===== src/rtl/rst_seq.sv =====
// Reset sequencer: synchronises pll_lock, stretches reset after lock, then releases
// N_CH reset domains in order. Optional watchdog re-entry when RST_SEQ_WDT_EN is defined.
module rst_seq #(
   parameter int N_CH        = 2,
   parameter int STRETCH_W   = 6,
   parameter int GAP_CYCLES  = 16,
   parameter int SYNC_STAGES = 2,
   parameter int WDT_W       = 24
) (
   input  logic            clk,
   input  logic            rst,
   input  logic            pll_lock,
   input  logic            soft_rst_req,
   input  logic            wdt_kick,
   output logic [N_CH-1:0] rst_out,
   output logic            ready,
   output logic [1:0]      last_cause
);

   localparam int          IDX_W    = (N_CH > 1) ? $clog2(N_CH) : 1;
   localparam logic [15:0] GAP_LAST = 16'(GAP_CYCLES - 1);

   localparam logic [1:0] CAUSE_POR  = 2'd0;
   localparam logic [1:0] CAUSE_LOCK = 2'd1;
   localparam logic [1:0] CAUSE_SOFT = 2'd2;
`ifdef RST_SEQ_WDT_EN
   localparam logic [1:0] CAUSE_WDT  = 2'd3;
`endif

   typedef enum logic [1:0] {
      WAIT_LOCK = 2'd0,
      STRETCH   = 2'd1,
      RELEASE   = 2'd2,
      DONE      = 2'd3
   } state_t;

   // Initialisers match the reset values so the block also sequences from FPGA configuration.
   state_t                 state_q   = WAIT_LOCK;
   state_t                 state_d;
   logic [SYNC_STAGES-1:0] sync_q    = '0;
   logic [SYNC_STAGES-1:0] sync_d;
   logic [STRETCH_W-1:0]   cnt_q     = '0;
   logic [STRETCH_W-1:0]   cnt_d;
   logic [15:0]            gap_q     = '0;
   logic [15:0]            gap_d;
   logic [IDX_W-1:0]       idx_q     = '0;
   logic [IDX_W-1:0]       idx_d;
   logic [N_CH-1:0]        rst_out_q = '1;
   logic [N_CH-1:0]        rst_out_d;
   logic                   ready_q   = 1'b0;
   logic                   ready_d;
   logic [1:0]             cause_q   = 2'd0;
   logic [1:0]             cause_d;
`ifdef RST_SEQ_WDT_EN
   logic [WDT_W-1:0]       wdt_q     = '0;
   logic [WDT_W-1:0]       wdt_d;
`else
   logic                   unused_wdt;
   assign unused_wdt = wdt_kick & (WDT_W != 0);
`endif

   logic       lock_s;
   logic       reenter;
   logic [1:0] reenter_cause;

   assign lock_s = sync_q[SYNC_STAGES-1];

   always_comb begin
      sync_d        = {sync_q[SYNC_STAGES-2:0], pll_lock};
      state_d       = state_q;
      cnt_d         = cnt_q;
      gap_d         = gap_q;
      idx_d         = idx_q;
      rst_out_d     = rst_out_q;
      ready_d       = ready_q;
      cause_d       = cause_q;
      reenter       = 1'b0;
      reenter_cause = CAUSE_POR;
`ifdef RST_SEQ_WDT_EN
      wdt_d         = '0;
`endif

      // Lock loss outranks a soft request arriving in the same cycle.
      if (state_q != WAIT_LOCK) begin
         if (!lock_s) begin
            reenter       = 1'b1;
            reenter_cause = CAUSE_LOCK;
         end else if (soft_rst_req) begin
            reenter       = 1'b1;
            reenter_cause = CAUSE_SOFT;
         end
      end

      case (state_q)
         WAIT_LOCK: begin
            rst_out_d = '1;
            ready_d   = 1'b0;
            cnt_d     = '0;
            gap_d     = '0;
            idx_d     = '0;
            if (soft_rst_req) cause_d = CAUSE_SOFT;
            if (lock_s)       state_d = STRETCH;
         end
         STRETCH: begin
            if (cnt_q == '1) begin
               if (N_CH == 1) begin
                  rst_out_d = '0;
                  ready_d   = 1'b1;
                  state_d   = DONE;
               end else begin
                  rst_out_d[0] = 1'b0;
                  idx_d        = IDX_W'(1);
                  gap_d        = '0;
                  state_d      = RELEASE;
               end
            end else begin
               cnt_d = cnt_q + 1'b1;
            end
         end
         RELEASE: begin
            if (gap_q == GAP_LAST) begin
               for (int i = 0; i < N_CH; i++) begin
                  if (i == int'(idx_q)) rst_out_d[i] = 1'b0;
               end
               gap_d = '0;
               idx_d = idx_q + 1'b1;
               if (idx_q == IDX_W'(N_CH - 1)) begin
                  ready_d = 1'b1;
                  state_d = DONE;
               end
            end else begin
               gap_d = gap_q + 16'd1;
            end
         end
         DONE: begin
`ifdef RST_SEQ_WDT_EN
            if (wdt_kick) begin
               wdt_d = '0;
            end else if (wdt_q == '1) begin
               if (!reenter) begin
                  reenter       = 1'b1;
                  reenter_cause = CAUSE_WDT;
               end
            end else begin
               wdt_d = wdt_q + 1'b1;
            end
`endif
         end
         default: state_d = WAIT_LOCK;
      endcase

      if (reenter) begin
         state_d   = WAIT_LOCK;
         rst_out_d = '1;
         ready_d   = 1'b0;
         cnt_d     = '0;
         gap_d     = '0;
         idx_d     = '0;
         cause_d   = reenter_cause;
`ifdef RST_SEQ_WDT_EN
         wdt_d     = '0;
`endif
      end
   end

   always_ff @(posedge clk) begin
      if (rst) begin
         state_q   <= WAIT_LOCK;
         sync_q    <= '0;
         cnt_q     <= '0;
         gap_q     <= '0;
         idx_q     <= '0;
         rst_out_q <= '1;
         ready_q   <= 1'b0;
         cause_q   <= CAUSE_POR;
`ifdef RST_SEQ_WDT_EN
         wdt_q     <= '0;
`endif
      end else begin
         state_q   <= state_d;
         sync_q    <= sync_d;
         cnt_q     <= cnt_d;
         gap_q     <= gap_d;
         idx_q     <= idx_d;
         rst_out_q <= rst_out_d;
         ready_q   <= ready_d;
         cause_q   <= cause_d;
`ifdef RST_SEQ_WDT_EN
         wdt_q     <= wdt_d;
`endif
      end
   end

   assign rst_out    = rst_out_q;
   assign ready      = ready_q;
   assign last_cause = cause_q;

endmodule


===== config.mk =====
export PLATFORM = sky130hd
export DESIGN_NAME = rst_seq
export DESIGN_NICKNAME = d
export VERILOG_FILES = /design/src/rtl/rst_seq.sv
export SDC_FILE = /design/constraint.sdc
export NUM_CORES = 1
export LEC_CHECK = 0
export CORE_MARGIN = 2
export CORE_UTILIZATION = 30
export CTS_CLUSTER_SIZE = 8
export DETAILED_ROUTE_END_ITERATION = 7
export GPL_TIMING_DRIVEN = 0
export SLEW_MARGIN = 15
export SYNTH_ARGS = -nofsm -noshare
export SYNTH_HDL_FRONTEND = slang
export SYNTH_SLANG_ARGS = --single-unit

===== constraint.sdc =====
create_clock -name clk -period 3.97 [get_ports clk]
set_input_delay 0.5955 -clock clk [delete_from_list [all_inputs] [get_ports clk]]
set_output_delay 0.5955 -clock clk [all_outputs]
set_load 0.01 [all_outputs]

# ---- Yosys cells after proc, flatten, opt, wreduce, memory -nomap -nowiden
# Cells that the tools add are included.
dict set report word_totals {
  register_bits 32
  inputBits 5
  out_inout_bits 5
}
dict set report classes {
  addsub 3
  eq_ne 10
  mux 31
  reduce_logical 15
}
# operator count
set ops {}
lappend ops {{case mux 16 bit (3 select lines)} 1}
lappend ops {{two-way mux 16 bit} 2}
lappend ops {{two-way mux 2 bit} 11}
lappend ops {{adder 16 x 1 -> 16 bit (second input constant)} 1}
lappend ops {{== test 16 x 4 -> 1 bit (second input constant)} 1}
lappend ops {{!= test 2 bit (second input constant)} 6}
lappend ops {{case mux 6 bit (2 select lines)} 1}
lappend ops {{two-way mux 1 bit} 10}
lappend ops {{nonzero test 2 bit} 5}
lappend ops {{adder 6 x 1 -> 6 bit (second input constant)} 1}
lappend ops {{== test 6 bit (second input constant)} 1}
lappend ops {{two-way mux 6 bit} 1}
lappend ops {{case mux 1 bit (3 select lines)} 2}
lappend ops {{case mux 2 bit (3 select lines)} 1}
lappend ops {{AND reduction 2 bit} 3}
lappend ops {{AND reduction 3 bit} 2}
lappend ops {{AND reduction 5 bit} 1}
lappend ops {{case mux 1 bit (2 select lines)} 2}
lappend ops {{AND reduction 4 bit} 1}
lappend ops {{nonzero test 3 bit} 1}
lappend ops {{== test 2 x 1 -> 1 bit (second input constant)} 1}
lappend ops {{== test 2 bit (second input constant)} 1}
lappend ops {{zero test 2 bit} 1}
lappend ops {{OR reduction 2 bit} 1}
lappend ops {{adder 1 bit (second input constant)} 1}

# ---- Longest topological paths before layout
dict set report depth {
  word_depth 5
  ltp_mapped 8
  mapped_depth_nobuf 6
}

# ---- Worst setup path after synthesis
# No wires, ideal clock.
dict set report synth_timing {
  kind {reg-to-reg}
  start {register gap_q[12]}
  end {register state_q[0]}
  t_arrival_ps 1995
  required_time_ps 3849
  path_slack_ps 1853
  stages_incl_launch_ff 5
  n_path_buf 0
  period_less_slack_ps 2117
  cell_sequence {dfxtp_1 -> or4_4 -> or4_4 -> a221oi_4 -> mux2_4}
}
dict set report synth_between {
  elab_chain_len 3
}
# element line
set synth_lines {}
lappend synth_lines {{start: declaration} 44} ;# logic [15:0] gap_q = '0;
lappend synth_lines {{start signal: assignment} 183} ;# gap_q <= gap_d;
lappend synth_lines {{== test 16 x 4 -> 1 bit} 121} ;# if (gap_q == GAP_LAST) begin
lappend synth_lines {{!= test 2 bit (no source line)} -}
lappend synth_lines {{AND reduction 5 bit (no source line)} -}
lappend synth_lines {{end signal: assignment} 180} ;# state_q <= state_d;
lappend synth_lines {{end: declaration} 38} ;# state_t state_q = WAIT_LOCK;
# No other way between the ends.
# A chain may end at the register's enable or synchronous reset.

# ---- Worst setup path after layout
dict set report layout_timing {
  start {register state_q[1]}
  end {register gap_q[2]}
}
dict set report layout_between {
  elab_chain_len 3
  elab_cells_between_ends 10
  classes_between {3 x eq/ne; 2 x mux; 5 x reduce/logical}
}
# element line
set layout_lines {}
lappend layout_lines {{== test 2 x 1 -> 1 bit (tied with other cells)} 94} ;# case (state_q)
lappend layout_lines {{!= test 2 bit (no source line) (tied with other cells)} -}
lappend layout_lines {{AND reduction 2 bit (no source line) / OR reduction 2 bit (equally long branches)} -}
# Several ways; a longest one is shown, not always the timed one.

==> results.yml <==
critical_path:
  worstSetupPathType: "flop to flop"
  cp_top_family: "buffers and inverters"
  cp_slowest_cell: "clkbuf_1"
  end_kind: "flop"
  crit_top_cell: "clkbuf_1"
  worstReg2RegEnd: "gap_q[2]"
  critical_path_buf_inv_count: 3
  start_kind: "flop"
  arrival_ns: 2.48
  worstPathCellList: "inv_1 > ha_1 > clkbuf_1 > nor2_1 > a41oi_2 > clkbuf_1 > o211ai_1 > o41ai_1"
  reg2reg_depth: 8
  cpPeakStageDelay_ns: 0.44
  cp_max_fo: 10
  r2r_setup_slack_ns: 1.68
  worstPathRequired_ns: 4.16
  timing.rr.start: "state_q[1]"
timing:
  slew_headroom_pct: 50.1
  worst_slew_pin_slew_ns: 0.748
  final-max-slew-violation-count: 0
  fin_crit_ns: 2.29
  timing.final.crit_share_pct: 57.7
  hold_viol: 0
  finalSetupViolCount: 0
  max_freq_mhz: 437
  final.setup.tns_ns: 0
  skew_ns: 0.00947
  rsz0062_at_grt: "no"
floorplanning:
  die_h_um: 81.3
  num_rows: 28
  dieWidth_um: 81.3
  pin_count: 10
  initial_core_util_pct: 30.7
  die-area_sq_mm: 0.00662
  core_sq_mm: 0.00585
synth:
  avgSynthCellArea_sq_um: 8.42
  synth_nets: 225
  netlist-cell-type-count: 48
  yosysTopAreaCellShare_pct: 35.7
  synthFlopType: "dfxtp_1"
  async_flop_share_pct: 0
  yosysMostFrequentCell: "dfxtp_1"
  yosysWarnings: 0
  yosys_register_bits: 32
  ys_seq_area_share_pct: 35.7
  synthTopCellsByArea: "dfxtp_1 (36%), ha_1 (4.9%), a21oi_1 (3.9%)"
  synth_edf_count: 0
  ys_top_cells_by_count: "dfxtp_1 (32), nor2_1 (15), a21oi_1 (14), nand3_1 (14)"
  synth_top_area_cell: "dfxtp_1"
  netlist_area_sq_mm: 0.00179
  synthCells: 213
finish:
  utilization_pct: 35.5
  drive_gt1_share_pct: 9.17
  num-nets-final: 240
  fill_cells: 609
  diodes: 0
  multiInputGateArea_sq_mm: 0.00105
  design_area_sq_mm: 0.00208
  seqCellArea_sq_um: 641
  synthToLayoutAreaGrowth_pct: 15.9
  instances_no_fill: 304
hold_path:
  holdPathEnd: "sync_q[1]"
  worstHoldStart: "sync_q[0]"
  hp-class: "flop to flop"
  holdPathStages: 1
grt:
  grt_start_max_net_pins: 12
  first_global_vias: 1485
  antenna_found_initial: 0
  grt_pass1_wl_mm: 6.97
  grt.total_usage_pct: 13.8
  grt_overflow_total: 0
clock_tree:
  numClockSinks: 32
  cts_buffers: 5
  cts_resized: 0
  cts_tree: "done"
  cts_hold_buf: 0
  cts_htree_levels: 2
  postCtsSetupBuffers: 0
  root_buffer: "clkbuf_8"
  clock_path_buffers: 2
  clk_pin_slew_worst_paths_ns: 0.08
  clkLatencyLatePin_ns: 0.29
routing:
  vias: 1624
  routedWlPerCell_um: 13.5
  antenna_left: 0
  routed_via_density: 5.34
  first_pass_iters: 5
  drt_iter0_markers: 102
  routed_wirelength_mm: 4.12
  drc: 0
placed_design:
  dpl.cell_count: 296
  io_buffer_count: 8
  hpwlAfterDp_mm: 2.94
  place_area_sq_mm: 0.00197
  routabilityCongestion: 0.733
power:
  finalPower_mw: 0.905
  p_per_area_mw_per_mm2: 435
  ir_worst_vdd_uv: 171
  leakage_nw: 0.679
outcome:
  outcome: "finished, final reports clean"
job:
  maxCapViolations: 0
worst max path at each step:
stage                            start          to  depth (start not counted)
after floorplan              gap_q[12]  state_q[0]                          4
after global placement    soft_rst_req    gap_q[2]                          6
after detailed placement  soft_rst_req    gap_q[4]                          6
after CTS                   state_q[1]    gap_q[2]                          8
after global routing        state_q[1]    gap_q[2]                          8
final                       state_q[1]    gap_q[2]                          8
where the power goes:
part | leakage, nW | internal (mW) | total (mW) | switching, mW
sequential | 0.259 | 0.338 | 0.352 | 0.0140
combinational | 0.366 | 0.0850 | 0.232 | 0.147
clock | 0.0541 | 0.186 | 0.321 | 0.135
kinds of logic after synthesis:
| family | after synthesis | synth area share [%] |
|---|---|---|
| multiplexers | 4 | 2.65 |
| buffers and inverters | 26 | 5.58 |
| AO/OA/AOI/OAI | 59 | 24.1 |
| AND/OR/NAND/NOR | 85 | 27.1 |
| flip-flops | 32 | 35.7 |
| adder cells (fa/ha/maj) | 7 | 4.88 |
layer usage:
layer	routed length (um)	GRT usage, %	vias up
met5	0	0	-
met4	71	6.95	0
met3	171	3.11	4
met2	1890	20.7	27
met1	1990	18.4	762
li1	-	-	831
cell type report:
cell class	instances	share of cell area, %
inverter	12	2.17
timing repair buffer	8	3.85
sequential	32	30.8
clock buffer	5	3.31
buffer	14	2.65
clock inverter	3	2.05
multi-input combinational	155	50.7
tap	75	4.51
registers in the layout, summed over array words and instances (netlist names):
name	flops
sync_q	2
rst_out	2
ready	1
state_q	2
idx_q	1
gap_q	16
last_cause	2
cnt_q	6
per-stage QoR:
stage / setup slack, ns / hold slack (ns)
floorplan: 1.85 / 0.414
global placement: 1.41 / 0.417
detailed placement: 1.42 / 0.432
CTS: 1.68 / 0.450
global route: 1.47 / 0.459
finish: 1.68 / 0.443
placed cells by master (no fill, tap or decap), types with 2 or more instances in the layout:
cell             count
a21oi_1             14
nor3_1               6
inv_1               12
mux2_2               2
nor2b_1              3
a32o_1               2
a2111oi_0            3
or3_1                2
and3_1               3
nand2b_1             2
o21ai_0              9
nand3_1             14
a2bb2oi_1            2
dfxtp_1             32
clkdlybuf4s50_1      8
and2_1               4
or4_1                7
o31ai_1              5
nand4b_1             2
ha_1                 7
or4_4                3
a211oi_1             2
clkbuf_1            12
clkbuf_8             5
nand2_1             11
and4_1               2
nor2_1              15
a31oi_1              4
nor3b_1              2
o41ai_1              2
buf_2                2
o211ai_1             3
nand4_1              7
Note: power is estimated with default switching activity, not from simulation.
